<file path="src/rtl/wb_commit_arbiter_if.sv">
// Writeback-to-commit bus between the execution units and wb_commit_arbiter.
// Handshake: a unit holds unit_done with stable unit_id/unit_rd until it sees unit_ack
// high in the same cycle; an ack means that payload is taken at that rising edge.
interface wb_commit_arbiter_if #(
  parameter int NUM_UNITS = 4,
  parameter int NUM_PORTS = 2,
  parameter int ID_W      = 3,
  parameter int XLEN      = 32
);
  localparam int UNIT_W = (NUM_UNITS > 1) ? $clog2(NUM_UNITS) : 1;

  logic [NUM_UNITS-1:0]        unit_done;
  logic [NUM_UNITS*ID_W-1:0]   unit_id;
  logic [NUM_UNITS*XLEN-1:0]   unit_rd;
  logic [NUM_UNITS-1:0]        unit_ack;
  logic                        commit_stall;

  logic [NUM_PORTS-1:0]        port_valid;
  logic [NUM_PORTS*ID_W-1:0]   port_id;
  logic [NUM_PORTS*XLEN-1:0]   port_data;
  logic [NUM_PORTS*UNIT_W-1:0] port_unit;

  logic                        store_waiting;
  logic [ID_W-1:0]             store_id_needed;
  logic                        store_ack;
  logic                        store_id_done;
  logic [XLEN-1:0]             store_data;

  modport master (
    output unit_done, unit_id, unit_rd, commit_stall,
    output store_waiting, store_id_needed, store_ack,
    input  unit_ack, port_valid, port_id, port_data, port_unit,
    input  store_id_done, store_data
  );

  modport slave (
    input  unit_done, unit_id, unit_rd, commit_stall,
    input  store_waiting, store_id_needed, store_ack,
    output unit_ack, port_valid, port_id, port_data, port_unit,
    output store_id_done, store_data
  );
endinterface

</file>
<file path="src/rtl/wb_commit_arbiter.sv">
// Round-robin writeback arbiter granting up to NUM_PORTS commit ports per cycle.
// Store forwarding is built only when WB_COMMIT_ARB_STORE_FWD_EN is defined.
module wb_commit_arbiter #(
  parameter int NUM_UNITS = 4,
  parameter int NUM_PORTS = 2,
  parameter int ID_W      = 3,
  parameter int XLEN      = 32,
  localparam int UNIT_W   = (NUM_UNITS > 1) ? $clog2(NUM_UNITS) : 1
) (
  input  logic                clk,
  input  logic                rst,
  wb_commit_arbiter_if.slave  bus,
  output logic [UNIT_W-1:0]   dbg_rr_ptr
);

  logic [ID_W-1:0]   uid [NUM_UNITS];
  logic [XLEN-1:0]   urd [NUM_UNITS];

  logic [NUM_UNITS-1:0] ack_c;
  logic [NUM_PORTS-1:0] gnt_valid;
  logic [UNIT_W-1:0]    gnt_unit [NUM_PORTS];
  logic [UNIT_W-1:0]    rr_ptr;
  logic [UNIT_W-1:0]    rr_next;
  logic                 grant_en;
  logic [UNIT_W:0]      scan_sum;
  logic [UNIT_W-1:0]    scan_idx;

  logic [NUM_PORTS-1:0] port_valid_q;
  logic [ID_W-1:0]      port_id_q   [NUM_PORTS];
  logic [XLEN-1:0]      port_data_q [NUM_PORTS];
  logic [UNIT_W-1:0]    port_unit_q [NUM_PORTS];

  for (genvar k = 0; k < NUM_UNITS; k++) begin : g_unpack
    assign uid[k] = bus.unit_id[k*ID_W +: ID_W];
    assign urd[k] = bus.unit_rd[k*XLEN +: XLEN];
  end

  // Reset and stall both suppress every grant, so acks are gated here only.
  assign grant_en = rst && !bus.commit_stall;

  // Ports fill in order; each scans circularly from rr_ptr skipping units already taken.
  always_comb begin
    ack_c     = '0;
    gnt_valid = '0;
    rr_next   = rr_ptr;
    scan_sum  = '0;
    scan_idx  = '0;
    for (int p = 0; p < NUM_PORTS; p++) gnt_unit[p] = '0;
    if (grant_en) begin
      for (int p = 0; p < NUM_PORTS; p++) begin
        for (int i = 0; i < NUM_UNITS; i++) begin
          scan_sum = {1'b0, rr_ptr} + (UNIT_W+1)'(i);
          if (scan_sum >= (UNIT_W+1)'(NUM_UNITS))
            scan_sum = scan_sum - (UNIT_W+1)'(NUM_UNITS);
          scan_idx = scan_sum[UNIT_W-1:0];
          if (!gnt_valid[p] && bus.unit_done[scan_idx] && !ack_c[scan_idx]) begin
            gnt_valid[p]     = 1'b1;
            gnt_unit[p]      = scan_idx;
            ack_c[scan_idx]  = 1'b1;
            rr_next = (scan_idx == UNIT_W'(NUM_UNITS-1)) ? '0 : scan_idx + UNIT_W'(1);
          end
        end
      end
    end
  end

  assign bus.unit_ack = ack_c;
  assign dbg_rr_ptr   = rr_ptr;

  always_ff @(posedge clk) begin
    if (!rst) begin
      rr_ptr       <= '0;
      port_valid_q <= '0;
      for (int p = 0; p < NUM_PORTS; p++) begin
        port_id_q[p]   <= '0;
        port_data_q[p] <= '0;
        port_unit_q[p] <= '0;
      end
    end else begin
      rr_ptr       <= rr_next;
      port_valid_q <= gnt_valid;
      // Unfilled ports keep their last payload; only the valid bit drops.
      for (int p = 0; p < NUM_PORTS; p++) begin
        if (gnt_valid[p]) begin
          port_id_q[p]   <= uid[gnt_unit[p]];
          port_data_q[p] <= urd[gnt_unit[p]];
          port_unit_q[p] <= gnt_unit[p];
        end
      end
    end
  end

  assign bus.port_valid = port_valid_q;
  for (genvar p = 0; p < NUM_PORTS; p++) begin : g_pack
    assign bus.port_id[p*ID_W +: ID_W]       = port_id_q[p];
    assign bus.port_data[p*XLEN +: XLEN]     = port_data_q[p];
    assign bus.port_unit[p*UNIT_W +: UNIT_W] = port_unit_q[p];
  end

`ifdef WB_COMMIT_ARB_STORE_FWD_EN
  logic            fwd_hit;
  logic [XLEN-1:0] fwd_data;
  logic            store_id_done_q;
  logic [XLEN-1:0] store_data_q;

  // Descending scan so the lowest-numbered matching port wins.
  always_comb begin
    fwd_hit  = 1'b0;
    fwd_data = '0;
    for (int p = NUM_PORTS-1; p >= 0; p--) begin
      if (bus.store_waiting && gnt_valid[p] && (uid[gnt_unit[p]] == bus.store_id_needed)) begin
        fwd_hit  = 1'b1;
        fwd_data = urd[gnt_unit[p]];
      end
    end
  end

  always_ff @(posedge clk) begin
    if (!rst) begin
      store_id_done_q <= 1'b0;
      store_data_q    <= '0;
    end else if (bus.store_ack) begin
      store_id_done_q <= 1'b0;
    end else if (fwd_hit) begin
      store_id_done_q <= 1'b1;
      store_data_q    <= fwd_data;
    end
  end

  assign bus.store_id_done = store_id_done_q;
  assign bus.store_data    = store_data_q;
`else
  logic unused_store;
  assign unused_store      = ^{bus.store_waiting, bus.store_id_needed, bus.store_ack};
  assign bus.store_id_done = 1'b0;
  assign bus.store_data    = '0;
`endif

  // Grants only to requesting units, never while stalled, never more than the port count.
  a_ack_req:   assert property (@(posedge clk) (ack_c & ~bus.unit_done) == '0);
  a_ack_stall: assert property (@(posedge clk) bus.commit_stall |-> (ack_c == '0));
  a_ack_cnt:   assert property (@(posedge clk) $countones(ack_c) <= NUM_PORTS);
  a_rr_range:  assert property (@(posedge clk) int'(rr_ptr) < NUM_UNITS);

endmodule

</file>
<file path="src/flat_wrapper.sv">
// flat-port wrapper written by rule: the top's interface ports become plain ports
module wb_commit_arbiter_flat 
#(
  parameter int NUM_UNITS = 4,
  parameter int NUM_PORTS = 2,
  parameter int ID_W      = 3,
  parameter int XLEN      = 32,
  localparam int UNIT_W   = (NUM_UNITS > 1) ? $clog2(NUM_UNITS) : 1
)
  (clk, rst, dbg_rr_ptr, bus_unit_done, bus_unit_id, bus_unit_rd, bus_commit_stall, bus_store_waiting, bus_store_id_needed, bus_store_ack, bus_unit_ack, bus_port_valid, bus_port_id, bus_port_data, bus_port_unit, bus_store_id_done, bus_store_data);
  wb_commit_arbiter_if #(.NUM_UNITS(NUM_UNITS), .NUM_PORTS(NUM_PORTS), .ID_W(ID_W), .XLEN(XLEN)) bus_i ();
  input  logic clk;
  input  logic rst;
  output logic [UNIT_W-1:0] dbg_rr_ptr;
  input wire logic [$bits(bus_i.unit_done)-1:0] bus_unit_done;
  input wire logic [$bits(bus_i.unit_id)-1:0] bus_unit_id;
  input wire logic [$bits(bus_i.unit_rd)-1:0] bus_unit_rd;
  input wire logic [$bits(bus_i.commit_stall)-1:0] bus_commit_stall;
  input wire logic [$bits(bus_i.store_waiting)-1:0] bus_store_waiting;
  input wire logic [$bits(bus_i.store_id_needed)-1:0] bus_store_id_needed;
  input wire logic [$bits(bus_i.store_ack)-1:0] bus_store_ack;
  output wire logic [$bits(bus_i.unit_ack)-1:0] bus_unit_ack;
  output wire logic [$bits(bus_i.port_valid)-1:0] bus_port_valid;
  output wire logic [$bits(bus_i.port_id)-1:0] bus_port_id;
  output wire logic [$bits(bus_i.port_data)-1:0] bus_port_data;
  output wire logic [$bits(bus_i.port_unit)-1:0] bus_port_unit;
  output wire logic [$bits(bus_i.store_id_done)-1:0] bus_store_id_done;
  output wire logic [$bits(bus_i.store_data)-1:0] bus_store_data;
  assign bus_i.unit_done = bus_unit_done;
  assign bus_i.unit_id = bus_unit_id;
  assign bus_i.unit_rd = bus_unit_rd;
  assign bus_i.commit_stall = bus_commit_stall;
  assign bus_i.store_waiting = bus_store_waiting;
  assign bus_i.store_id_needed = bus_store_id_needed;
  assign bus_i.store_ack = bus_store_ack;
  assign bus_unit_ack = bus_i.unit_ack;
  assign bus_port_valid = bus_i.port_valid;
  assign bus_port_id = bus_i.port_id;
  assign bus_port_data = bus_i.port_data;
  assign bus_port_unit = bus_i.port_unit;
  assign bus_store_id_done = bus_i.store_id_done;
  assign bus_store_data = bus_i.store_data;
  wb_commit_arbiter #(.NUM_UNITS(NUM_UNITS), .NUM_PORTS(NUM_PORTS), .ID_W(ID_W), .XLEN(XLEN)) u_core (.clk(clk), .rst(rst), .bus(bus_i), .dbg_rr_ptr(dbg_rr_ptr));
endmodule
</file>
<file path="config.mk">
export PLATFORM = sky130hd
export DESIGN_NAME = wb_commit_arbiter_flat
export DESIGN_NICKNAME = d
export VERILOG_FILES = /design/src/rtl/wb_commit_arbiter_if.sv /design/src/rtl/wb_commit_arbiter.sv /design/src/flat_wrapper.sv
export SDC_FILE = /design/constraint.sdc
export NUM_CORES = 1
export LEC_CHECK = 0
export ABC_AREA = 0
export ABC_CLOCK_PERIOD_IN_PS = 6600
export CAP_MARGIN = 20
export CORE_MARGIN = 4
export CORE_UTILIZATION = 40
export DETAILED_ROUTE_END_ITERATION = 8
export PLACE_DENSITY = 0.79
export SLEW_MARGIN = 20
export SYNTH_ARGS = -nofsm -noshare
export SYNTH_HDL_FRONTEND = slang
export SYNTH_SLANG_ARGS = --single-unit
export TNS_END_PERCENT = 20
</file>
<file path="constraint.sdc">
create_clock -name clk -period 6.6 [get_ports clk]
set_clock_uncertainty 0.2 [all_clocks]
set_input_delay 1.98 -clock clk [delete_from_list [all_inputs] [get_ports clk]]
set_output_delay 1.98 -clock clk [all_outputs]
set_load 0.03 [all_outputs]
</file>
# --- Word level (Yosys, flattened, before mapping) ---
# Memories as Yosys holds them, arrays and structs flattened.
# Index checks and enable logic that the tools add are counted.
# Widths: inputs -> output; s select.
word_totals:
  n_memories: 3
  regBits: 4
  ram_bits: 74
  output_inout_bits: 115
classes:
  addsub: 11
  n_reduce_logical: 36
  eq_ne: 4
  muxes: 117
  bitwise_logic: 15
  magnitude_cmp: 14
memory_table:
  columns: ["name", "words", "width", "rd", "rd_clocked_by_memory_dff", "wr", "line", "text"]
  rows:
  - ["u_core.port_data_q", 2, 32, 2, 0, 2, "wb_commit_arbiter.sv:30", "logic [XLEN-1:0] port_data_q [NUM_PORTS];"]
  - ["u_core.port_id_q", 2, 3, 2, 0, 2, "wb_commit_arbiter.sv:29", "logic [ID_W-1:0] port_id_q [NUM_PORTS];"]
  - ["u_core.port_unit_q", 2, 2, 2, 0, 2, "wb_commit_arbiter.sv:31", "logic [UNIT_W-1:0] port_unit_q [NUM_PORTS];"]
op_table:
  columns: ["operator", "n"]
  rows:
  - ["$mux 32", 6]
  - ["$bmux 32 s2", 2]
  - ["$mux 4", 17]
  - ["$mux 2", 31]
  - ["$mux 1", 37]
  - ["$or 4x4->4", 7]
  - ["$bmux 1 s2", 12]
  - ["$logic_and 1x1->1", 19]
  - ["$mux 3", 6]
  - ["$ge 3x3->1 const B", 5]
  - ["$logic_not 1->1", 15]
  - ["$bmux 3 s2", 2]
  - ["$lt 2x3->1 const B", 4]
  - ["$add 2x1->2 const B", 4]
  - ["$demux 1 s2", 4]
  - ["$eq 2x2->1 const B", 4]
  - ["$ge 2x1->1 const B", 4]
  - ["$reduce_bool 8->1", 1]
  - ["$sub 2x1->2 const B", 4]
  - ["$add 2x2->3 const B", 2]
  - ["$not 2->3", 2]
  - ["$or 1x1->1", 6]
  - ["$add 2x1->3 const B", 1]
  - ["$ge 2x3->1 const B", 1]
  - ["$reduce_and 2->1", 1]

# --- Longest topological paths before layout ---
# Gate-level depths: netlist (run 1).
depth:
  word_depth: 56
  mapped_depth: 18

# --- Worst setup path after synthesis (run 1) ---
# No wires, ideal clock.
synth_path:
  path_type: "input-to-output"
  from: "in bus_unit_done[2]"
  to: "out bus_unit_ack[3]"
  arrival_ps: 5219
  required_time_ps: 4420
  path_slack_ps: -799
  stages: 11
  n_path_buf: 1
  path_cell_list: "buf_2 mux4_2 or3b_4 o221ai_4 a211o_4 a21boi_4 a2111oi_1 o22ai_1 a211oi_1 nand2_1 a31oi_1"
synth_between:
  elab_chain_cells: 47
  word_cells_on_any_way: 84
  classes_between: "mux (50); bitwise (7); reduce/logical (27)"
synth_lines:
  columns: ["element", "line", "text"]
  rows:
  - ["from (decl)", "flat_wrapper.sv:15", "input wire logic [$bits(bus_i.unit_done)-1:0] bus_unit_done;"]
  - ["$bmux 1 s2", "wb_commit_arbiter.sv:56", "if (!gnt_valid[p] && bus.unit_done[scan_idx] && !ack_c[scan_idx]) begin"]
  - ["$mux 1 (not written as such)", "wb_commit_arbiter.sv:56", null]
  - ["$logic_and 1x1->1", "wb_commit_arbiter.sv:56", null]
  - ["$mux 4", "wb_commit_arbiter.sv:56", null]
  - ["$mux 4", "wb_commit_arbiter.sv:49", "if (grant_en) begin"]
  - ["$bmux 1 s2", "wb_commit_arbiter.sv:56", null]
  - ["$mux 1 (not written as such)", "wb_commit_arbiter.sv:56", null]
  - ["$logic_not 1->1", "wb_commit_arbiter.sv:56", null]
  - ["[... 31 more ...]", null, null]
  - ["$mux 4", "wb_commit_arbiter.sv:56", null]
  - ["$mux 4", "wb_commit_arbiter.sv:49", null]
  - ["$bmux 1 s2", "wb_commit_arbiter.sv:56", null]
  - ["$mux 1 (not written as such)", "wb_commit_arbiter.sv:56", null]
  - ["$logic_not 1->1", "wb_commit_arbiter.sv:56", null]
  - ["$logic_and 1x1->1", "wb_commit_arbiter.sv:56", null]
  - ["$mux 4 *", "wb_commit_arbiter.sv:56", null]
  - ["$mux 4 *", "wb_commit_arbiter.sv:49", null]
  - ["to (decl)", "flat_wrapper.sv:22", "output wire logic [$bits(bus_i.unit_ack)-1:0] bus_unit_ack;"]
# Every way passes the cells marked *; elsewhere a longest branch is shown, timed or not. The select of a mux whose other input is x is not followed.

# --- Final worst setup path (run 1) ---
layout_path:
  from: "in bus_unit_done[0]"
  to: "out bus_unit_ack[3]"
# Same word-level chain as after synthesis.

==> run metrics, run 1 <==
fin crit period=approximately 7.2 ns; die height=between 100 and 150 µm; switching power share of the total=a little over two fifths; HP Start=u_core.dbg_rr_ptr[1]; critical path class=in2out; die width=134.0 µm; DRT iter0 DRCs=roughly 410; failing checks=setup timing; fin cells=approximately 1100; commonest non-fill, non-tap cell in the layout=clkdlybuf4s50_1; CP peak stage delay=0.40 ns; Slew Viols, Final=0; Critical Path AT=5.00 ns; Req. time, crit path=~4.4 ns; setup ws final=-0.5780 ns; Placer Congestion=around 0.95; Worst R2R Start=u_core.dbg_rr_ptr[0]; Pwr Total=approximately 4.2 mW; drt first pass iters=5; Vias/cell=5.609; final hold vios=0; Startpoint Class=input port; GRT Total Usage=24.19%; endpoints failing setup=4; Synth Warn #=0; antenna violations before repair=0; Placed Cells=between 1000 and 1500; drt drc=0; Clock Power Share=about 13%; CP Capture Type=primary output; Starting Density=slightly above 40%; CP max-delay cell=a2111o_1; number of synthesized flops with an enable pin=74; post-placement setup slack=-1.179 ns; Sequential Power Share=a little under a fifth; synthesis-to-finish area growth=55.08%; most frequent cells in the layout=220 x clkdlybuf4s50_1, 108 x mux2i_1, 85 x buf_4; CP cell instances=buf_12, mux2_4, and3_4, a2111o_1, a311o_1, a21boi_4, o32ai_2, a311o_1, a211oi_4, nand2_2, a31oi_4, buf_12; worst-case vdd ir drop=about 0.26 mV; share of cells above drive strength 1=roughly 22%; Die Footprint=approximately 18000 µm²; CTS tree=yes; H-tree levels=3; cells after synthesis=just under 600; clock sinks=78; Worst setup startpoint=bus_unit_done[0]; first-pass GRT wire length=34520 µm; total global routing overflow=0; worst min path class=reg2reg; Post-Syn Area=6349 µm²; hold-fix buffers at CTS=0; per-cell routed wire length=20.95 µm; via count=between 6000 and 7000; final wirelength=approximately 23000 µm; Port Buffers=between 200 and 250; vias in the first global route=between 6000 and 7000; largest net degree at the start of global routing=between 60 and 70; Psw=around 1.9 mW; mean area per synthesized cell=approximately 11 µm²; CTS Root Cell=clkbuf_16; asr flop ratio synth=0%; layout net count=1026; CORE AREA=around 15000 µm²; cell internal pwr=2.387 mW; RSZ-0062 raised after global routing=true; Pwr Density=between 400 and 500 nW/µm²; design area=around 10000 µm²; Antenna Cells=0; placed standard-cell area=~9300 µm²; IO Pins=~270; P_leak=approximately 3.5 nW; Worst Tran Pin Value=roughly 0.92 ns; Final ANT Viol Nets=0; cts bufs inserted=9; fillcell total=approximately 1200; Clock Latency Late Sink=about 0.33 ns; clk buf depth=2; post-synth cell types=70; post-synthesis sequential area ratio=about 36%; maximum clock rate=between 0.1 and 0.15 GHz; ys flop type=edfxtp_1; register bit count reported by yosys=78; hpwl dp=16440 µm; row count=45; Worst-path clk slew=approximately 0.060 ns; Comb power frac=about 69%; Max-Cap Viols=0; outcome=finished, violations left; Final period util=108.8%; relative slew slack=between 30% and 40%; Worst Path Max Fanout=11
[through the flow]
step / hold WS [ns] / setup TNS, ns / utilization (%)
final: 0.5826 / -2.187 / 64.05
after global routing: 0.6496 / -2.732 / 64.05
after CTS: 0.5769 / -2.304 / 63.30
after detailed placement: 0.5604 / -5.027 / 60.49
after global placement: 0.5575 / -4.399 / 60.49
after floorplan: 0.8066 / -1.861 / -
[power by group through the flow]
stage / clock (mW) / combinational, mW / sequential, mW
after floorplan: 0 / 1.46 / 1.06
after global placement: 0 / 2.70 / 0.775
after detailed placement: 0 / 2.75 / 0.777
after CTS: 0.549 / 2.85 / 0.770
after global routing: 0.572 / 3.10 / 0.781
final: 0.543 / 2.93 / 0.768
[registers in the layout, summed over array words and instances (netlist names)]
| register | flops |
|---|---|
| u_core.port_unit_q | 4 |
| u_core.bus.port_valid | 2 |
| u_core.port_data_q | 64 |
| u_core.dbg_rr_ptr | 2 |
| u_core.port_id_q | 6 |
[worst paths after layout]
check | to | slack, ns | cells past startpoint
max | bus_unit_ack[3] | -0.58 | 12
max reg2reg | u_core.port_id_q[0][3] | 1.31 | 18
min reg2reg | u_core.dbg_rr_ptr[1] | 0.58 | 4
min | u_core.dbg_rr_ptr[1] | 0.58 | 4
[cells by family (layout without fill, tap and decap cells)]
logic type / Yosys count / after routing / synth area share [%]
compound gates: 185 / 185 / 24.22
mux: 116 / 116 / 19.02
simple gates: 107 / 107 / 9.165
buf+inv: 98 / 347 / 10.09
flops: 78 / 78 / 36.26
fa+ha+maj: 6 / 6 / 1.182
other cells: 1 / 33 / 0.05907
[cell usage after synthesis, types with 6 or more instances]
cell type / instances / area, µm²
a211oi_1: 74 / 555.5
a21oi_1: 20 / 100.1
buf_2: 7 / 35.03
buf_4: 36 / 270.3
clkbuf_1: 32 / 120.1
edfxtp_1: 74 / 2222
ha_1: 6 / 75.07
inv_1: 10 / 37.54
mux2i_1: 108 / 1081
nand2_1: 23 / 86.33
nor2_1: 18 / 67.56
nor2b_1: 36 / 225.2
o21ai_0: 10 / 50.05
o22ai_1: 10 / 62.56
o22ai_2: 29 / 362.9
[critical path, delay by kind of cell]
| family | cells | cell delay [ns] |
|---|---|---|
| and+or+nand+nor | 2 | 0.30 |
| buffers and inverters | 2 | 0.27 |
| AOI/OAI and AO/OA | 7 | 2.17 |
| muxes | 1 | 0.29 |
[routing by layer]
layer | global-route usage (%) | routed length (µm)
met5 | 0 | 0
met3 | 5.476 | 1718
met1 | 28.78 | 9169
met4 | 10.06 | 644
met2 | 42.14 | 11160
[what timing repair did]
item                                    4_1_cts  5_1_grt
endpoints found under the setup margin        4        4
pin swaps                                    16       14
gates resized for setup                      39       12
setup buffers                                 8        2
[cell type report]
cell class,instances,area [µm²],area share [%]
clock buffers,9,225.2,2.287
clock inverters,6,86.33,0.8769
inverters,10,37.54,0.3812
multi-input cells,447,3770,38.29
flip-flops and latches,78,2302,23.38
well taps,211,264.0,2.681
repair buffers,322,3161,32.10
Power figures use the tool's default switching activity.
==> run 2, diff against run 1 <==
CORE_ASPECT_RATIO = 1.1   (was unset)
PLACE_DENSITY = unset   (was 0.79)
PLACE_DENSITY_LB_ADDON = 0.25   (was unset)
==> run 2 against run 1 <==
  * The flow still finishes with violations (setup timing)
  * Cell count decreased by 1.1%
  * Critical path depth increased by 4
  * Global-route usage increased by 0.12 points
  * Non-clock buffer count decreased by 2
  * Maximum frequency decreased by 0.76%
  * Die area about the same
  * Clock-buffer cell count increased by 4
  * Utilization decreased by 1.9 points
  * Sequential power about the same
  * Register-to-register slack improved by 0.04 ns
  * First-iteration DRC count increased by 23%
  * Critical endpoint is now bus_unit_ack[1]
==> run metrics, run 2 (synthesized netlist as in run 1, its figures left out) <==
outcome=finished, violations left; failing checks=setup timing; Clock Latency Late Sink=0.34 ns; DRT iter0 DRCs=500; HP Start=u_core.dbg_rr_ptr[1]; Critical Path AT=~5.1 ns; final wirelength=roughly 23000 µm; layout net count=approximately 1000; Final period util=109.6%; max FFs per register=64; most flop-heavy register=u_core.port_data_q; switching power share of the total=between 40 and 50%; met2 wire len=11400 µm; H-tree levels=3; Slew Viols, Final=0; fin cells=1071; fillcell total=~1300; CP Capture Type=primary output; Port Buffers=~230; antenna violations before repair=0; Final ANT Viol Nets=0; Worst R2R Start=u_core.dbg_rr_ptr[0]; M1 WL=8996 µm; Pwr Total=~4.2 mW; vias in the first global route=6320; hpwl dp=16510 µm; worst-case vdd ir drop=about 0.28 mV; CORE AREA=around 16000 µm²; commonest non-fill, non-tap cell in the layout=clkdlybuf4s50_1; worst min path class=reg2reg; Psw=around 1.8 mW; synthesis-to-finish area growth=52.86%; Worst-path clk slew=about 0.060 ns; critical path class=in2out; Vias/cell=roughly 5.7; Worst Path Max Fanout=6; post-layout utilization of the core=just over 60%; endpoints failing setup=4; Sequential Power Share=between 10% and 20%; Worst Tran Pin Value=1.028 ns; IO Pins=267; cts bufs inserted=9; Startpoint Class=input port; relative slew slack=31.23%; fin crit period=7.233 ns; Placed Cells=1043; clk buf depth=2; row count=48; Top Registers=u_core.port_data_q x64, u_core.port_id_q x6, u_core.port_unit_q x4; Pwr Density=approximately 430 nW/µm²; GRT Total Usage=around 24%; largest net degree at the start of global routing=61; first-pass GRT wire length=about 35000 µm; most frequent cells in the layout=220 x clkdlybuf4s50_1, 108 x mux2i_1, 81 x buf_4; Req. time, crit path=approximately 4.4 ns; CTS tree=yes; Placer Congestion=0.9412; final hold vios=0; cell internal pwr=between 2 and 2.5 mW; maximum clock rate=0.1383 GHz; R2R setup slack=around 1.4 ns; clock sinks=78; total global routing overflow=0; Antenna Cells=0; Starting Density=just over 40%; via count=between 6000 and 7000; Die Footprint=17950 µm²; drt first pass iters=5; share of cells above drive strength 1=around 22%; CTS Root Cell=clkbuf_16; P_leak=3.482 nW; Met3 Routed Length=between 1000 and 1500 µm; Comb power frac=69.4%; Clock Power Share=12.2%; Worst setup startpoint=bus_unit_done[2]; per-cell routed wire length=between 20 and 25 µm; hold-fix buffers at CTS=0; setup ws final=-0.6328 ns; Max-Cap Viols=0; drt drc=0; die height=about 140 µm; die width=approximately 130 µm; RSZ-0062 raised after global routing=true; Highest Signal Layer=met4
-- run 2: power by group through the flow --
| stage | combinational, mW | sequential, mW | clock [mW] |
|---|---|---|---|
| 6_report | 2.91 | 0.769 | 0.511 |
| 2_1_floorplan | 1.46 | 1.06 | 0 |
| 3_5_place_dp | 2.73 | 0.779 | 0 |
| 4_1_cts | 2.84 | 0.771 | 0.519 |
| 5_1_grt | 3.08 | 0.781 | 0.545 |
| 3_3_place_gp | 2.69 | 0.777 | 0 |
-- run 2: timing repair --
action,CTS,global route
buffers inserted,9,3
pin swaps,15,4
gates resized for setup,40,5
endpoints found under the setup margin,4,4
hold endpoints to repair,0,0
-- run 2: area by class of cell --
type                       instances  area (µm²)  share of cell area [%]
clock buffer                      13       260.3                   2.682
multi-input combinational        447        3740                   38.54
timing repair buffer             320        3070                   31.64
sequential                        78        2302                   23.72
tap                              200       250.2                   2.579
inverter                          10       37.54                  0.3868
clock inverter                     3       43.79                  0.4513
-- run 2: final timing paths --
| path | to | cells past startpoint |
|---|---|---|
| min | u_core.dbg_rr_ptr[1] | 4 |
| min reg2reg | u_core.dbg_rr_ptr[1] | 4 |
| max reg2reg | u_core.port_data_q[0][40] | 20 |
| max | bus_unit_ack[1] | 16 |
-- run 2: per-layer routing --
layer	track usage (%)	up-vias
met1	30.09	2950
met5	0	-
li1	-	2793
met3	3.928	47
met4	10.00	0
met2	41.86	262
-- run 2: worst max-delay path, cell delays in order --
cell	delay, ns
buf_2	0.14
buf_6	0.13
mux4_2	0.47
buf_4	0.15
buf_4	0.14
nand3b_1	0.09
a22oi_2	0.09
a31oi_1	0.21
a21boi_4	0.30
o32ai_1	0.13
a311o_1	0.39
a211oi_4	0.24
buf_6	0.16
nand2_2	0.07
a31oi_4	0.19
buf_6	0.16
-- run 2: through the flow --
step	TNS, ns	setup slack [ns]	hold WS [ns]	area, µm²
after floorplan	-1.861	-0.4799	0.8066	6581
after global placement	-4.231	-1.088	0.6015	9211
after detailed placement	-5.262	-1.170	0.6029	9211
after CTS	-2.362	-0.6331	0.6181	9661
after global routing	-2.718	-0.7170	0.6460	9704
final	-2.379	-0.6328	0.6113	9704
==> run 3, diff against run 2 <==
CORE_ASPECT_RATIO = 1.4   (was 1.1)
CTS_BUF_LIST = sky130_fd_sc_hd__clkbuf_16   (was unset)
==> run 3 against run 2 <==
  * Power increased by 0.39%
  * Wire length is 1.9% higher
  * Clock-buffer cell count fell by 4
  * Critical endpoint is now bus_unit_ack[3]
  * Worst setup slack got worse by 0.049 ns
  * The run still ends with setup timing left
  * Maximum frequency decreased by 0.67%
  * Cell count shrank 1.0%
  * Critical path type unchanged
  * Flip-flop and latch count stayed put
  * Via count up 0.74%
==> run metrics, run 3 (synthesized netlist as in run 1, its figures left out) <==
outcome=finished, violations left; failing checks=setup timing; Startpoint Class=input port; Port Buffers=roughly 230; vias in the first global route=6302; total global routing overflow=0; largest net degree at the start of global routing=72; maximum clock rate=approximately 0.14 GHz; Slew Viols, Final=0; drt first pass iters=4; layout net count=between 1000 and 1500; endpoints failing setup=4; clk buf depth=2; Worst Tran Pin Value=approximately 1.1 ns; via count=approximately 6000; Final ANT Viol Nets=0; Die Footprint=17980 µm²; RSZ-0062 raised after global routing=true; setup ws final=-0.6819 ns; Critical Path AT=between 5 and 6 ns; row count=54; CTS tree=yes; die width=around 110 µm; DRT iter0 DRCs=~330; Placer Congestion=about 0.99; hpwl dp=~17000 µm; Worst Path Max Fanout=5; Worst-path clk slew=about 0.06 ns; hold-fix buffers at CTS=0; first-pass GRT wire length=about 35000 µm; die height=~160 µm; worst-case vdd ir drop=around 0.35 mV; commonest non-fill, non-tap cell in the layout=clkdlybuf4s50_1; CORE AREA=15610 µm²; fin crit period=around 7.3 ns; drt drc=0; relative slew slack=between 20 and 30%; max FFs per register=64; Top Registers=u_core.port_data_q x64, u_core.port_id_q x6, u_core.port_unit_q x4; CTS Root Cell=clkbuf_16; final wirelength=22980 µm; Max-Cap Viols=0; most flop-heavy register=u_core.port_data_q; Placed Cells=roughly 1000; per-cell routed wire length=around 22 µm; antenna violations before repair=0; clock sinks=78; Clock Latency Late Sink=~0.33 ns; Final period util=110.3%; synthesis-to-finish area growth=53.37%; fin cells=about 1100; GRT Total Usage=between 20% and 30%; share of cells above drive strength 1=roughly a fifth; Req. time, crit path=approximately 4.4 ns; placed standard-cell area=slightly above 9000 µm²; Antenna Cells=0; CP Capture Type=primary output; final hold vios=0; design area=9737 µm²; cts bufs inserted=9; most frequent cells in the layout=220 x clkdlybuf4s50_1, 108 x mux2i_1, 74 x edfxtp_1; Starting Density=between 40% and 50%; Pwr Density=about 430 nW/µm²; P_leak=about 3.5 nW; critical path class=in2out; IO Pins=about 270; worst min path class=reg2reg; H-tree levels=3; Vias/cell=about 5.8
## run 3: what timing repair did
action                                  in CTS  in global routing
endpoints found under the setup margin       4                  4
setup buffers                                5                  4
resized for setup                           36                 11
pin swaps                                   14                 16
## run 3: area by class of cell
class	instances	area, µm²
multi-input combinational	447	3737
fill	1276	5871
clock inverter	7	97.59
inverter	10	37.54
sequential	78	2302
clock buffer	9	225.2
timing repair buffer	313	3092
tap	196	245.2
## run 3: final timing paths
path                         from                        end  slack (ns)  cells after the start
max              bus_unit_done[2]            bus_unit_ack[3]       -0.68                     13
min          u_core.dbg_rr_ptr[0]       u_core.dbg_rr_ptr[0]        0.61                      3
max reg2reg  u_core.dbg_rr_ptr[0]  u_core.port_data_q[0][40]        1.31                     19
min reg2reg  u_core.dbg_rr_ptr[0]       u_core.dbg_rr_ptr[0]        0.61                      3
## run 3: worst max-delay path: stages
cell	delay (ns)
buf_8	0.10
buf_6	0.12
mux2_4	0.27
and3_4	0.18
a2111o_1	0.43
a311o_1	0.40
a21o_1	0.22
and4_1	0.20
a311o_1	0.39
a211oi_4	0.34
nand2_2	0.11
a31oi_4	0.20
buf_6	0.16
## run 3: power by group
group	switching [mW]	internal (mW)
sequential	0.0412	0.726
combinational	1.59	1.30
clock	0.211	0.334
total	1.84	2.36
## run 3: metal layers
metal	vias up	part of all wire, %	GRT usage [%]
met4	0	4.9	12.51
met1	2965	37	27.42
met2	278	52	44.80
met3	66	6.1	4.269
li1	2788	-	-
met5	-	0	0
## run 3: stage by stage
| stage | worst slack (ns) | TNS, ns | utilization, % | power [mW] | hold WS, ns |
|---|---|---|---|---|---|
| after CTS | -0.5913 | -2.211 | 61.72 | 4.128 | 0.6100 |
| after floorplan | -0.4799 | -1.861 | - | 2.516 | 0.8066 |
| after detailed placement | -1.183 | -5.302 | 59.11 | 3.526 | 0.5785 |
| after global routing | -0.7743 | -2.914 | 62.39 | 4.406 | 0.6604 |
| final | -0.6819 | -2.513 | 62.39 | 4.203 | 0.6111 |
| after global placement | -1.139 | -4.416 | 59.11 | 3.482 | 0.5715 |
